`src/rtl/pc_sequencer.sv`:
```
// Architectural PC owner for the multi-cycle core: issues fetch requests, waits for
// commit, then selects the next PC with trap priority and misalignment redirection.
module pc_sequencer #(
  parameter int                    DATA_WIDTH    = 32,
  parameter int                    NPC_OP_LENGTH = 3,
  parameter logic [DATA_WIDTH-1:0] RESET_VEC     = DATA_WIDTH'(32'h8000_0000),
  parameter int                    INST_BYTES    = 4,
  parameter int                    ALIGN_BITS    = 2,
  parameter int                    CNT_WIDTH     = 64
) (
  input  logic                     clk,
  input  logic                     reset,
  output logic [DATA_WIDTH-1:0]    pc,
  output logic                     pc_valid,
  input  logic                     pc_ready,
  input  logic                     commit_valid,
  input  logic [NPC_OP_LENGTH-1:0] npc_op,
  input  logic [31:0]              inst,
  input  logic                     branch_taken,
  input  logic [DATA_WIDTH-1:0]    alu_result,
  input  logic [DATA_WIDTH-1:0]    csr_target,
  input  logic                     trap_req,
  input  logic [DATA_WIDTH-1:0]    trap_vector,
  output logic                     misalign_fault,
  output logic [DATA_WIDTH-1:0]    misalign_addr,
  output logic [CNT_WIDTH-1:0]     retired_cnt
);

  localparam logic [NPC_OP_LENGTH-1:0] OP_JAL    = NPC_OP_LENGTH'(1);
  localparam logic [NPC_OP_LENGTH-1:0] OP_JALR   = NPC_OP_LENGTH'(2);
  localparam logic [NPC_OP_LENGTH-1:0] OP_BRANCH = NPC_OP_LENGTH'(3);
  localparam logic [NPC_OP_LENGTH-1:0] OP_CSR    = NPC_OP_LENGTH'(4);

  typedef enum logic [1:0] {
    S_BOOT = 2'd0,
    S_REQ  = 2'd1,
    S_EXEC = 2'd2
  } state_t;

  state_t                r_state;
  logic [DATA_WIDTH-1:0] w_seqPc;
  logic [DATA_WIDTH-1:0] w_jImm;
  logic [DATA_WIDTH-1:0] w_bImm;
  logic [DATA_WIDTH-1:0] w_target;
  logic                  w_checkAlign;
  logic                  w_misaligned;
  logic                  w_unused;

  // Opcode and the JALR low bit never influence the target.
  assign w_unused = ^{inst[6:0], alu_result[0]};

  assign w_seqPc = pc + DATA_WIDTH'(INST_BYTES);
  assign w_jImm  = {{(DATA_WIDTH-21){inst[31]}}, inst[31], inst[19:12], inst[20], inst[30:21], 1'b0};
  assign w_bImm  = {{(DATA_WIDTH-13){inst[31]}}, inst[31], inst[7], inst[30:25], inst[11:8], 1'b0};

  always_comb begin
    w_target     = w_seqPc;
    w_checkAlign = 1'b1;
    if (trap_req) begin
      w_target     = trap_vector;
      w_checkAlign = 1'b0;
    end else begin
      case (npc_op)
        OP_JAL:    w_target = pc + w_jImm;
        OP_JALR:   w_target = {alu_result[DATA_WIDTH-1:1], 1'b0};
        OP_BRANCH: w_target = branch_taken ? (pc + w_bImm) : w_seqPc;
        OP_CSR:    w_target = csr_target;
        default:   w_target = w_seqPc;
      endcase
    end
  end

  assign w_misaligned = w_checkAlign && (w_target[ALIGN_BITS-1:0] != '0);

  // A misaligned target is replaced by the trap vector but still retires the instruction.
  always_ff @(posedge clk or posedge reset) begin
    if (reset) begin
      r_state        <= S_BOOT;
      pc             <= RESET_VEC;
      pc_valid       <= 1'b0;
      misalign_fault <= 1'b0;
      misalign_addr  <= '0;
      retired_cnt    <= '0;
    end else begin
      misalign_fault <= 1'b0;
      case (r_state)
        S_BOOT: begin
          r_state  <= S_REQ;
          pc_valid <= 1'b1;
        end
        S_REQ: begin
          if (pc_ready) begin
            r_state  <= S_EXEC;
            pc_valid <= 1'b0;
          end
        end
        S_EXEC: begin
          if (commit_valid) begin
            r_state     <= S_REQ;
            pc_valid    <= 1'b1;
            retired_cnt <= retired_cnt + CNT_WIDTH'(1);
            if (w_misaligned) begin
              pc             <= trap_vector;
              misalign_fault <= 1'b1;
              misalign_addr  <= w_target;
            end else begin
              pc <= w_target;
            end
          end
        end
        default: begin
          r_state  <= S_BOOT;
          pc_valid <= 1'b0;
        end
      endcase
    end
  end

endmodule

```
`config.mk`:
```
export PLATFORM = sky130hd
export DESIGN_NAME = pc_sequencer
export DESIGN_NICKNAME = d
export VERILOG_FILES = /design/src/rtl/pc_sequencer.sv
export SDC_FILE = /design/constraint.sdc
export NUM_CORES = 1
export LEC_CHECK = 0
export CORE_UTILIZATION = 40
export CTS_BUF_LIST = sky130_fd_sc_hd__clkbuf_16
export CTS_CLUSTER_DIAMETER = 200
export DETAILED_ROUTE_END_ITERATION = 7
export GPL_TIMING_DRIVEN = 0
export PLACE_DENSITY = 0.77
export REMOVE_ABC_BUFFERS = 1
export SKIP_LAST_GASP = 1
export SYNTH_ARGS = -nofsm -noshare
export SYNTH_HDL_FRONTEND = slang
export SYNTH_SLANG_ARGS = --single-unit
```
`constraint.sdc`:
```
create_clock -name clk -period 6.3 [get_ports clk]
set_input_delay 0.945 -clock clk [delete_from_list [all_inputs] [get_ports clk]]
set_output_delay 0.945 -clock clk [all_outputs]
set_load 0.05 [all_outputs]
```
======== Word level (Yosys, flattened, before mapping) ========
Index checks and enable logic that the tools add are counted.
storage, ports and cells
  word-level logic and storage cells ...... 38
  output and inout bits ................... 130
  input port bits ......................... 137
  flip-flop bits (word level) ............. 132
operators by class
  add/sub/neg operators ................... 4
  reductions and logical operators ........ 6
  multiplexer cells ....................... 14
  equality and inequality tests ........... 8
operators with widths
  kind                                                 number
  one-hot mux 32 bit (4 select lines)                  1
  two-way mux 32 bit                                   3
  adder 32 bit                                         2
  adder 64 x 1 -> 64 bit, second input constant        1
  adder 32 x 3 -> 32 bit, second input constant        1
  equality test 3 x 2 -> 1 bit, second input constant  2
  two-way mux 1 bit                                    6
  one-hot mux 2 bit (3 select lines)                   1
  two-way mux 2 bit                                    2
  != test 2 bit, second input constant                 2
  AND reduction 2 bit                                  2
  equality test 3 x 1 -> 1 bit, second input constant  1
  equality test 3 bit, second input constant           1
  one-hot mux 1 bit (3 select lines)                   1
  AND reduction 3 bit                                  1
  equality test 2 x 1 -> 1 bit, second input constant  1
  equality test 2 bit, second input constant           1
  zero test 2 bit                                      1
  nonzero test 2 bit                                   1
  logical AND 1 bit                                    1

======== Longest topological paths before layout ========
  depth in word-level cells ............... 9
  gate-level depth with buffers ........... 13
  depth with buffers taken out ............ 12

======== Worst setup path after synthesis ========
Ideal clock, no wire load.
  path type ............................... input to register
  from .................................... in inst[8]
  to ...................................... reg misalign_addr[31]
  setup time .............................. 0.134 ns
  arrival time ............................ 3.608 ns
  required time ........................... 6.166 ns
  setup slack ............................. 2.558 ns
  stages on the path ...................... 12
  path buffers ............................ 0
  cells stage by stage .................... ha_1 > fa_1 > a211oi_2 > o211ai_2 > a41oi_2 > o2111ai_2 > a31o_2 > a221o_1 > xnor2_1 > a2111oi_0 > a21o_1 > o21ai_0
between the ends
  word-level cells in the longest chain between the ends .. 7
RTL lines
  element                                line  source
  start, declared                        18    input logic [31:0] inst,
  adder 32 bit *                         66    OP_BRANCH: w_target = branch_taken ? (pc + w_bImm) : w_seqPc;
  two-way mux 32 bit *                   66
  one-hot mux 32 bit (4 select lines) *  63    case (npc_op)
  two-way mux 32 bit *                   59    if (trap_req) begin
  nonzero test 2 bit                     73    assign w_misaligned = w_checkAlign && (w_target[ALIGN_BITS-1:0] != '0);
  logical AND 1 bit                      73
  AND reduction 3 bit (no source line)   --
  end signal, assigned                   105   misalign_addr <= w_target;
  end, declared                          25    output logic [DATA_WIDTH-1:0] misalign_addr,
Mark *: on every way between the ends. The rest lies on a longest branch, timed or not.
A chain may end at the register's enable or synchronous reset.

======== Worst setup path after layout ========
  from .................................... in npc_op[2]
  to ...................................... reg misalign_addr[7]
between the ends
  word-level cells in the longest chain between the ends .. 6
  elaborated cells between the ends (all ways) .. 9
  those cells by class .................... eq/ne (4); mux (2); reduce/logical (3)
RTL lines
  element                                      line  source
  start, declared                              17    input logic [NPC_OP_LENGTH-1:0] npc_op,
  equality test 3 bit (tied with other cells)  63
  one-hot mux 32 bit (4 select lines) *        63
  two-way mux 32 bit *                         59
  nonzero test 2 bit                           73
  logical AND 1 bit                            73
  AND reduction 3 bit (no source line)         --
Marks and branches as above.

==> impl_metrics.py <==
metrics = {
    "clocking": {
        "clk_latency_ps": 430,
        "cts_tree": "done",
        "cts_sinks": 131,
        "postCtsSetupBuffers": 0,
        "clock_path_buffers": 2,
        "cts_root_buffer": "clkbuf_16",
        "h-tree-depth": 4,
        "path_clk_slew_ps": 70,
        "hold_buffers": 0,
        "cts_inserted_buffers": 17,
    },
    "final_layout": {
        "nets": 1645,
        "regArea_um2": 3280,
        "diodes": 0,
        "utilization": 0.542,
        "drive_gt1_frac": 0.0536,
        "synthToLayoutAreaGrowth_pct": 33.1,
        "n_fill_cell": 2344,
        "multi_input_area_um2": 6580,
    },
    "hold_path": {
        "hold_class": "register to register",
    },
    "sta": {
        "setup_violations": 0,
        "hold_violations": 0,
        "worst_slew_pin_slew_ps": 1300,
        "maxSlewHeadroom": 0.130,
        "fin_skew_ps": 12.2,
        "rsz0062_at_grt": "no",
        "drv_slew": 0,
        "fmaxAchievable_ghz": 0.167,
        "fin_crit_sh": 0.952,
        "final.min_clock_period_ps": 6000,
        "setup_ws_ps": 303,
        "timing.hold.ws_ps": 474,
    },
    "synthesis": {
        "synth_adder_area_share": 0.0589,
        "ys_warn_count": 0,
        "synthSimpleGateAreaFrac": 0.197,
        "synthXorXnorAreaFrac": 0.110,
        "syn-cell-area_um2": 10200,
        "synth_flop_cell": "dfrtp_1",
        "ys_ff_latch": 131,
        "synth_compound_area_frac": 0.260,
        "async_reset_ff_frac": 1.00,
        "muxShareOfSynthArea": 0.0112,
        "seq_area_frac_synth": 0.320,
        "synthCells": 1253,
        "yosysUniqueCellTypes": 83,
        "synth_edf_count": 0,
        "avgSynthCellArea_um2": 8.18,
        "synth_top_family_by_area": "compound AO/OA/AOI/OAI gates",
    },
    "route": {
        "antenna_left": 0,
        "drtPass1Iterations": 5,
        "wire_per_inst_um": 20.9,
        "viasPerCell": 5.92,
        "drt-total-wl_um": 37700,
        "num_vias": 10700,
        "drc": 0,
        "drtIter0Drc": 974,
    },
    "pwr": {
        "switchingPower_mw": 3.01,
        "power.internal_mw": 2.90,
        "power_switching_share": 0.510,
        "leakage_nw": 5.62,
        "peakVddDrop_mv": 0.238,
        "pwr-share-comb": 0.593,
        "p_total_mw": 5.91,
        "pwr-share-clk": 0.179,
        "power_frac_seq": 0.228,
        "powerDensity_nw_per_um2": 433,
    },
    "die": {
        "die_h_um": 162,
        "start_util": 0.407,
        "core_um2": 25200,
        "num_rows": 58,
        "io_pins": 267,
        "die-area_um2": 26300,
        "dieWidth_um": 162,
    },
    "critical_path": {
        "critPathMaxFanout": 55,
        "required_ps": 6620,
        "path_class": "input port to register",
        "startpoint_type": "input port",
        "crit_arrival_ps": 6320,
        "reg2reg_slack_ps": 2330,
        "crit_path_end_kind": "register",
    },
    "placed_design": {
        "place_ws_ps": -2030,
        "gp_congestion": 0.967,
        "numPortBuffers": 258,
        "dpl.hpwl_um": 27100,
    },
    "run_status": {
        "status": "finished, final reports clean",
    },
    "grt": {
        "grt-ovfl-total": 0,
        "grt_max_degree": 80,
        "grt_usage": 0.287,
        "antenna_found_initial": 1,
        "grt_pass1_wl_um": 57700,
        "grt_pass1_vias": 10300,
    },
    "run": {
        "max-cap-violations": 0,
    },
}
-- cells in the mapped netlist, types with 4 or more instances --
| library cell | number | area (um^2) |
|---|---|---|
| a221o_1 | 5 | 50.1 |
| o22ai_1 | 15 | 93.8 |
| o2bb2ai_1 | 12 | 105 |
| a21oi_1 | 111 | 556 |
| o21bai_1 | 7 | 52.6 |
| a211oi_1 | 14 | 105 |
| nor2_1 | 78 | 293 |
| a31oi_1 | 17 | 106 |
| a41oi_1 | 7 | 61.3 |
| and4_1 | 10 | 87.6 |
| o21a_1 | 5 | 37.5 |
| ha_1 | 45 | 563 |
| a22oi_1 | 12 | 90.1 |
| buf_2 | 15 | 75.1 |
| o21ai_1 | 5 | 25.0 |
| xnor2_1 | 94 | 823 |
| a21o_1 | 19 | 143 |
| mux2i_1 | 7 | 70.1 |
| mux2_2 | 4 | 45.0 |
| o21ai_0 | 107 | 536 |
| nand4_1 | 27 | 169 |
| xor2_1 | 35 | 307 |
| nand2b_1 | 11 | 68.8 |
| nor3_1 | 17 | 85.1 |
| o31ai_1 | 5 | 37.5 |
| dfrtp_1 | 130 | 3250 |
| inv_1 | 36 | 135 |
| and2_1 | 8 | 50.1 |
| a221oi_1 | 14 | 123 |
| o211ai_1 | 16 | 120 |
| nand3_1 | 58 | 290 |
| or3_1 | 5 | 31.3 |
| o221ai_1 | 11 | 96.3 |
| clkbuf_1 | 50 | 188 |
| nand2_1 | 139 | 522 |
| nor2b_1 | 8 | 50.1 |
| buf_1 | 5 | 18.8 |
| or2_2 | 4 | 25.0 |
| and3_1 | 29 | 181 |
-- cell usage in the layout (no fill, tap or decap), types with 15 or more instances in the layout --
master / instances
nor2_1: 75
o22ai_1: 15
a21o_1: 19
clkdlybuf4s50_1: 256
a31oi_1: 17
inv_1: 34
xor2_1: 35
nand2_1: 139
nand4_1: 27
ha_1: 45
a21oi_1: 111
nor3_1: 16
clkbuf_16: 17
dfrtp_1: 130
nand3_1: 58
and3_1: 29
xnor2_1: 93
o211ai_1: 16
o21ai_0: 107
-- worst max-delay path, stage by stage --
cell and delay [ps]:
clkdlybuf4s50_1 910, inv_1 700, xnor2_4 690, o21ai_0 180, o211ai_1 160, nand2b_2 500, and2_2 780, nand2_4 520
inv_2 490, mux2_2 380
-- layer usage --
layer | vias to the layer above | global-route usage | routed length, um
met5 | - | 0 | 0
met2 | 468 | 0.471 | 17500
li1 | 5024 | - | -
met3 | 64 | 0.0592 | 2810
met4 | 0 | 0.112 | 1150
met1 | 5130 | 0.369 | 16200
-- power by group through the flow --
stage | clock network [mW] | logic, mW | registers (mW)
after floorplan | 0 | 1.67 | 2.02
after global placement | 0 | 3.41 | 1.35
after detailed placement | 0 | 3.44 | 1.35
after CTS | 1.07 | 3.46 | 1.34
after global routing | 1.10 | 3.74 | 1.38
final | 1.06 | 3.50 | 1.35
-- final timing paths --
path	start	depth (start not counted)	endpoint
worst max register to register	pc[1]	12	misalign_addr[31]
worst min register to register	retired_cnt[63]	1	retired_cnt[63]
worst max-delay path	npc_op[2]	10	misalign_addr[7]
worst min-delay path	retired_cnt[63]	1	retired_cnt[63]
min in group asynchronous	reset	2	retired_cnt[23]
max in group asynchronous	reset	3	misalign_addr[7]
-- stage by stage --
stage | TNS (ps) | std cells | cell area (um^2)
after floorplan | 0 | 1181 | 9950
after global routing | 0 | 1804 | 13600
after CTS | 0 | 1804 | 13600
after detailed placement | -60540 | 1771 | 13000
after global placement | -170830 | 1769 | 12900
final | 0 | 1804 | 13600
-- repair_timing --
item | in CTS | in global routing
cloned | 1 | 0
setup endpoints to repair | 36 | 4
gates resized for setup | 7 | 4
-- state kept, by name (all words and copies together) (netlist names) --
signal / count
pc: 32
r_state: 2
misalign_addr: 32
retired_cnt: 64
misalign_fault: 1
-- layout make-up --
class / count / area share
clock buffers: 17 / 0.0312
clock inverters: 15 / 0.0130
inverters: 37 / 0.0108
multi-input cells: 1013 / 0.482
flip-flops and latches: 131 / 0.240
well taps: 330 / 0.0303
repair buffers: 260 / 0.192
repair inverters: 1 / 0.000367
-- cells by family (layout without fill, tap and decap cells) --
group,after synthesis,in the layout
adder cells (fa/ha/maj),47,47
multiplexers,11,11
AND/OR/NAND/NOR,412,412
buffers and inverters,109,330
XOR/XNOR,129,129
flip-flops,131,131
AO/OA/AOI/OAI,414,414
No activity file was read; power rests on OpenSTA's default activity.
